`src/rtl/pwm_pkg.sv`:
```
// Shared constants and helpers for the multichannel PWM block.
package pwm_pkg;

  // Default geometry, matching the original three-channel RGB use.
  localparam int DEF_NCH     = 3;
  localparam int DEF_DUTY_W  = 8;
  localparam int DEF_PRESC_W = 8;

  // Counting-mode encoding, as presented on center_mode.
  localparam logic MODE_EDGE   = 1'b0;
  localparam logic MODE_CENTER = 1'b1;

  // Width of a channel-select field; never narrower than one bit.
  function automatic int sel_width(input int n);
    return (n > 1) ? $clog2(n) : 1;
  endfunction

endpackage

```
`src/rtl/pwm_timebase.sv`:
```
// Shared prescaler and period counter. Generates the period boundary and
// holds the configuration that is latched at each boundary.
module pwm_timebase
  import pwm_pkg::*;
#(
  parameter int DUTY_W  = DEF_DUTY_W,
  parameter int PRESC_W = DEF_PRESC_W
) (
  input  logic               clk,
  input  logic               rst,
  input  logic               enable,
  input  logic               center_mode,
  input  logic [PRESC_W-1:0] prescale,
  input  logic [DUTY_W-1:0]  period,
  output logic [DUTY_W-1:0]  cnt,
  output logic               cnt_dir,
  output logic               boundary,
  output logic               period_tick
);

  logic [PRESC_W-1:0] presc_q;
  logic [PRESC_W-1:0] prescale_act;
  logic [DUTY_W-1:0]  cnt_q;
  logic [DUTY_W-1:0]  cnt_nxt;
  logic [DUTY_W-1:0]  period_act;
  logic               dir_q;
  logic               dir_nxt;
  logic               mode_act;
  logic               first_q;
  logic               tick_q;
  logic               tick;
  logic               at_end;

  // Tick, end-of-period detection and next counter value.
  always_comb begin
    // NOTE: every output of this block is given a default first, so no
    // path through the branches below can leave it unassigned (no latch).
    cnt_nxt = cnt_q;
    dir_nxt = dir_q;
    tick    = enable && (presc_q == prescale_act);

    if (mode_act == MODE_EDGE) begin
      at_end = (cnt_q >= period_act);
    end else begin
      // Center mode with a zero period never leaves 0, so every tick ends it.
      at_end = (period_act == '0) || (dir_q && (cnt_q <= DUTY_W'(1)));
    end

    // The first tick after enable rises also counts as a boundary so the
    // configuration is fresh before any output can toggle.
    boundary = tick && (first_q || at_end);

    if (!enable || boundary) begin
      cnt_nxt = '0;
      dir_nxt = 1'b0;
    end else if (tick) begin
      if (mode_act == MODE_EDGE) begin
        cnt_nxt = cnt_q + 1'b1;
      end else if (!dir_q) begin
        if (cnt_q >= period_act - 1'b1) begin
          cnt_nxt = period_act;
          dir_nxt = 1'b1;
        end else begin
          cnt_nxt = cnt_q + 1'b1;
        end
      end else begin
        cnt_nxt = cnt_q - 1'b1;
      end
    end
  end

  // Prescaler, counter, boundary pulse and configuration latching.
  always_ff @(posedge clk or posedge rst) begin
    if (rst) begin
      presc_q      <= '0;
      cnt_q        <= '0;
      dir_q        <= 1'b0;
      period_act   <= '0;
      prescale_act <= '0;
      mode_act     <= MODE_EDGE;
      first_q      <= 1'b1;
      tick_q       <= 1'b0;
    end else begin
      // NOTE: non-blocking assignments so every register here samples the
      // pre-edge value of the others, independent of statement order.
      presc_q <= (!enable || tick) ? '0 : presc_q + 1'b1;
      cnt_q   <= cnt_nxt;
      dir_q   <= dir_nxt;
      tick_q  <= boundary;
      if (!enable) begin
        first_q <= 1'b1;
      end else if (boundary) begin
        first_q <= 1'b0;
      end
      if (boundary) begin
        period_act   <= period;
        prescale_act <= prescale;
        mode_act     <= center_mode;
      end
    end
  end

  assign cnt         = cnt_q;
  assign cnt_dir     = dir_q;
  assign period_tick = tick_q;

endmodule

```
`src/rtl/pwm_multichannel.sv`:
```
// N-channel PWM: one shared timebase, per-channel double-buffered duty
// registers and registered, optionally inverted compare outputs.
module pwm_multichannel
  import pwm_pkg::*;
#(
  parameter int             NCH        = DEF_NCH,
  parameter int             DUTY_W     = DEF_DUTY_W,
  parameter int             PRESC_W    = DEF_PRESC_W,
  parameter logic [NCH-1:0] OUT_INVERT = '0,
  localparam int            SEL_W      = sel_width(NCH)
) (
  input  logic               clk,
  input  logic               reset,
  input  logic               enable,
  input  logic               center_mode,
  input  logic [PRESC_W-1:0] prescale,
  input  logic [DUTY_W-1:0]  period,
  input  logic               duty_wr,
  input  logic [SEL_W-1:0]   duty_sel,
  input  logic [DUTY_W-1:0]  duty_data,
  output logic [NCH-1:0]     pwm_out,
  output logic               period_tick,
  output logic               cnt_dir
);

  logic [DUTY_W-1:0] cnt;
  logic              boundary;
  logic              wr_ok;

  pwm_timebase #(
    .DUTY_W  (DUTY_W),
    .PRESC_W (PRESC_W)
  ) u_timebase (
    .clk         (clk),
    .rst         (reset),
    .enable      (enable),
    .center_mode (center_mode),
    .prescale    (prescale),
    .period      (period),
    .cnt         (cnt),
    .cnt_dir     (cnt_dir),
    .boundary    (boundary),
    .period_tick (period_tick)
  );

  // Out-of-range channel indices are dropped rather than aliased.
  assign wr_ok = duty_wr && (int'(duty_sel) < NCH);

  for (genvar i = 0; i < NCH; i++) begin : g_ch
    logic [DUTY_W-1:0] shadow;
    logic [DUTY_W-1:0] active;
    logic              pwm_q;
    logic              wr_hit;

    assign wr_hit = wr_ok && (duty_sel == SEL_W'(i));

    // Shadow capture, and shadow-to-active transfer at the boundary; a write
    // landing on the boundary edge bypasses straight into active.
    always_ff @(posedge clk or posedge reset) begin
      if (reset) begin
        // NOTE: the duty registers are reset on purpose: a reset must leave
        // every channel at 0 % rather than replaying a stale duty.
        shadow <= '0;
        active <= '0;
      end else begin
        if (wr_hit) begin
          shadow <= duty_data;
        end
        if (boundary) begin
          active <= wr_hit ? duty_data : shadow;
        end
      end
    end

    // Registered compare output; idle level is the inversion bit.
    always_ff @(posedge clk or posedge reset) begin
      if (reset) begin
        pwm_q <= OUT_INVERT[i];
      end else if (!enable) begin
        pwm_q <= OUT_INVERT[i];
      end else begin
        pwm_q <= (cnt < active) ^ OUT_INVERT[i];
      end
    end

    assign pwm_out[i] = pwm_q;
  end

endmodule

```
`config.mk`:
```
export PLATFORM = sky130hd
export DESIGN_NAME = pwm_multichannel
export DESIGN_NICKNAME = d
export VERILOG_FILES = /design/src/rtl/pwm_pkg.sv /design/src/rtl/pwm_timebase.sv /design/src/rtl/pwm_multichannel.sv
export SDC_FILE = /design/constraint.sdc
export NUM_CORES = 1
export LEC_CHECK = 0
export ABC_AREA = 1
export BUFFER_PORTS_ARGS = -buffer_cell sky130_fd_sc_hd__buf_2
export CORE_MARGIN = 4
export CORE_UTILIZATION = 50
export CTS_BUF_LIST = sky130_fd_sc_hd__clkbuf_4
export DETAILED_ROUTE_END_ITERATION = 12
export PLACE_DENSITY = 0.78
export SLEW_MARGIN = 25
export SYNTH_ARGS = -nofsm -noshare
export SYNTH_HDL_FRONTEND = slang
export SYNTH_SLANG_ARGS = --single-unit
```
`constraint.sdc`:
```
create_clock -name clk -period 2.8 [get_ports clk]
set_input_delay 0.28 -clock clk [delete_from_list [all_inputs] [get_ports clk]]
set_output_delay 0.28 -clock clk [all_outputs]
set_load 0.02 [all_outputs]
```
==> impl_metrics.toml <==
[worst_setup_path]
cpPeakStageDelay_ps = 430
r2r-start = "u_timebase.period_act[0]"
r2r_setup_slack_ps = 290
crit_chain = "inv_1 > nand2_1 > inv_1 > nand2_1 > xor2_1 > ha_1 > a21oi_1 > nor2_1 > nor3_2 > nand3_1 > or2_2 > nand3_1 > o21ai_0"
critPathMaxFanout = 5
crit_path_end = "u_timebase.cnt[1]"
critPathSlowestCell = "dfrtp_1"
required_ps = 3130
worstSetupStartpointType = "register"
cp.arrival_ps = 2830
crit_start = "u_timebase.period_act[0]"
endpoint_kind = "register"
criticalPathCategory = "register to register"
rr_worst_depth = 13
rr_endpoint = "u_timebase.cnt[1]"

[hold_path]
min_path_type = "input pin to register"
holdPathStages = 2

[synth]
ys_ff_latch = 87
synth_top_area_share_pct = 43.15
syn-num-nets = 668
yosys-top-cells-count = "155 x nand2_1, 86 x dfrtp_1, 75 x inv_1"
ys_types = 38
synth_enable_flop_cells = 0
ys.flop_type = "dfrtp_1"
async_flop_share_pct = 100.0
syn_area_um2 = 4987
synth.avg_cell_area_um2 = 8.396
yosysTopAreaCell = "dfrtp_1"
ys_top_cells_by_area = "dfrtp_1 43%, nand2_1 12%, ha_1 11%"
ys_seq_area_share_pct = 43.68
yosysWarnings = 0
synth_most_common_cell = "nand2_1"
syn_inst = 594

[place]
dp_hpwl_mm = 7.945
gp_congestion = 0.9161
place_ws_ps = 237.1
dp.cells = 754
io_buffers = 35
post_dp_cell_area_um2 = 5286

[sta]
finalWorstSetupSlack_ps = 294.9
skew_ps = 9.081
fmax_mhz = 399.2
period_needed_ps = 2505
rsz0062_at_grt = "false"
hold_viol = 0
relSlewSlack_pct = 55.13
worst_pin_slew_ps = 672.2
timing.setup.tns_ps = 0
setup_viol = 0
period_share_pct = 89.47
drv_slew = 0

[cells_and_area]
design_area_um2 = 5446
nFillCells = 908
fin_cells = 772
area_growth_pct = 9.207
drive_gt1_share_pct = 14.87
antennaDiodeCount = 0
finish.net_count = 708

[clocking]
cts_sinks = 87
insertion_delay_ps = 430
htree_levels = 3
post_cts_buffers = 0
cts_tree = "built"
cts.path.max_buffers = 2
clk_pin_slew_ps = 140
cts_root_buffer = "clkbuf_4"
cts_buffers = 9

[drt]
drt-vias-per-instance = 5.214
ant_nets = 0
drc = 0
drtPass1Iterations = 7
post_drt_wl_per_cell_um = 13.82
vias = 4025
first_iter_violations = 249
drt_wl_total_mm = 10.67

[power_and_ir_drop]
ir_drop_uv = 251.3
powerDensity_nw_per_um2 = 408.9
power.leakage_nw = 2.961

[grt]
grt_start_max_net_pins = 52
grt_pass1_vias = 3889
antenna_found_initial = 0
grt_use_total_pct = 19.81
grt_remaining_overflow = 0
grt_pass1_wl_mm = 18.27

[outcome]
status = "finished, final reports clean"

[floorplanning]
fp.dieW_um = 107.9
core-area_um2 = 9729
io_pins = 36
fp.dieH_um = 107.9
row_count = 36
fp.dieArea_um2 = 11640
start_util_pct = 51.26

[flow_run]
drv_cap = 0
metal layers:
layer	vias to the layer above	track usage, %	wire, um	share of wire (%)
li1	2008	-	-	-
met1	1901	26.67	4892	46
met2	102	32.46	5107	48
met3	14	4.679	542	5.1
met4	0	4.599	123	1.2
met5	-	0	0	0
kinds of logic after synthesis:
family / after synthesis / share of synthesized area, %
compound gates: 112 / 12.97
xor+xnor: 17 / 2.985
fa+ha+maj: 43 / 10.79
buf+inv: 100 / 9.157
flops: 87 / 43.68
simple gates: 235 / 20.42
worst max-delay path: cells and delay by family, from the launching register on:
kind / cells / cell delay (ps)
buffers and inverters: 2 / 250
and+or+nand+nor: 7 / 1030
xor gates and xnor gates: 1 / 140
DFF: 1 / 430
adders and majority gates: 1 / 290
AOI/OAI and AO/OA: 2 / 260
repair_timing:
action / CTS / global route
setup endpoints to repair: 0 / 7
hold endpoints to repair: 35 / 1
resized for setup: 0 / 1
hold buffers: 1 / 1
power breakdown:
part           switching [mW]  internal, mW  leakage [nW]
clock network           0.429         0.280        0.0742
logic                   0.111        0.0607          1.89
registers              0.0232          1.32          1.00
total                   0.563          1.66          2.96
through the flow:
step	utilization, %	hold slack [ps]	power (mW)
floorplan	-	348.3	1.481
global placement	54.33	383.7	1.534
detailed placement	54.33	399.4	1.543
CTS	55.83	3.055	2.253
global route	55.98	23.18	2.349
finish	55.98	35.84	2.227
flip-flops by register name, summed over array words and instances (netlist names):
name                     flops
u_timebase.cnt_dir           1
u_timebase.period_act        8
g_ch.pwm_q                   3
u_timebase.period_tick       1
u_timebase.presc_q           8
g_ch.shadow                 24
u_timebase.prescale_act      8
u_timebase.cnt               8
g_ch.active                 24
u_timebase.mode_act          1
u_timebase.first_q           1
layout make-up:
| class | instances | area (um2) | area share (%) |
|---|---|---|---|
| multi-input combinational | 407 | 2357 | 43.28 |
| sequential | 87 | 2178 | 40.00 |
| inverter | 82 | 314.1 | 5.766 |
| timing repair buffer | 47 | 295.3 | 5.422 |
| tap | 133 | 166.4 | 3.055 |
| clock buffer | 10 | 75.07 | 1.378 |
| clock inverter | 6 | 60.06 | 1.103 |
cell usage in the layout (no fill, tap or decap), types with 2 or more instances in the layout:
cell	n
o211ai_1	4
a21boi_0	3
o21ai_1	21
nand4_1	9
o21ai_0	41
nand2_1	155
buf_2	35
nor3_2	3
clkinv_2	3
ha_1	43
inv_2	5
a21oi_1	23
buf_4	8
o21ai_2	16
nand2_2	2
dlygate4sd3_1	2
or2_2	2
xor2_1	11
clkinv_1	2
inv_6	2
clkbuf_4	10
nor2_1	19
buf_12	2
dfrtp_1	86
xnor2_1	6
nand3_1	32
nor3_1	6
inv_1	74
worst min-delay path by stage:
| stage | to | slack (ps) | startpoint |
|---|---|---|---|
| 2_1_floorplan | u_timebase.first_q | 350 | enable |
| 3_3_place_gp | u_timebase.period_tick | 380 | reset |
| 5_1_grt | u_timebase.prescale_act[3] | 20 | prescale[3] |
| 6_report | u_timebase.first_q | 40 | enable |
| 3_5_place_dp | u_timebase.period_tick | 400 | reset |
| 4_1_cts | u_timebase.prescale_act[6] | 3 | prescale[6] |
(Power assumes the default switching activity.)
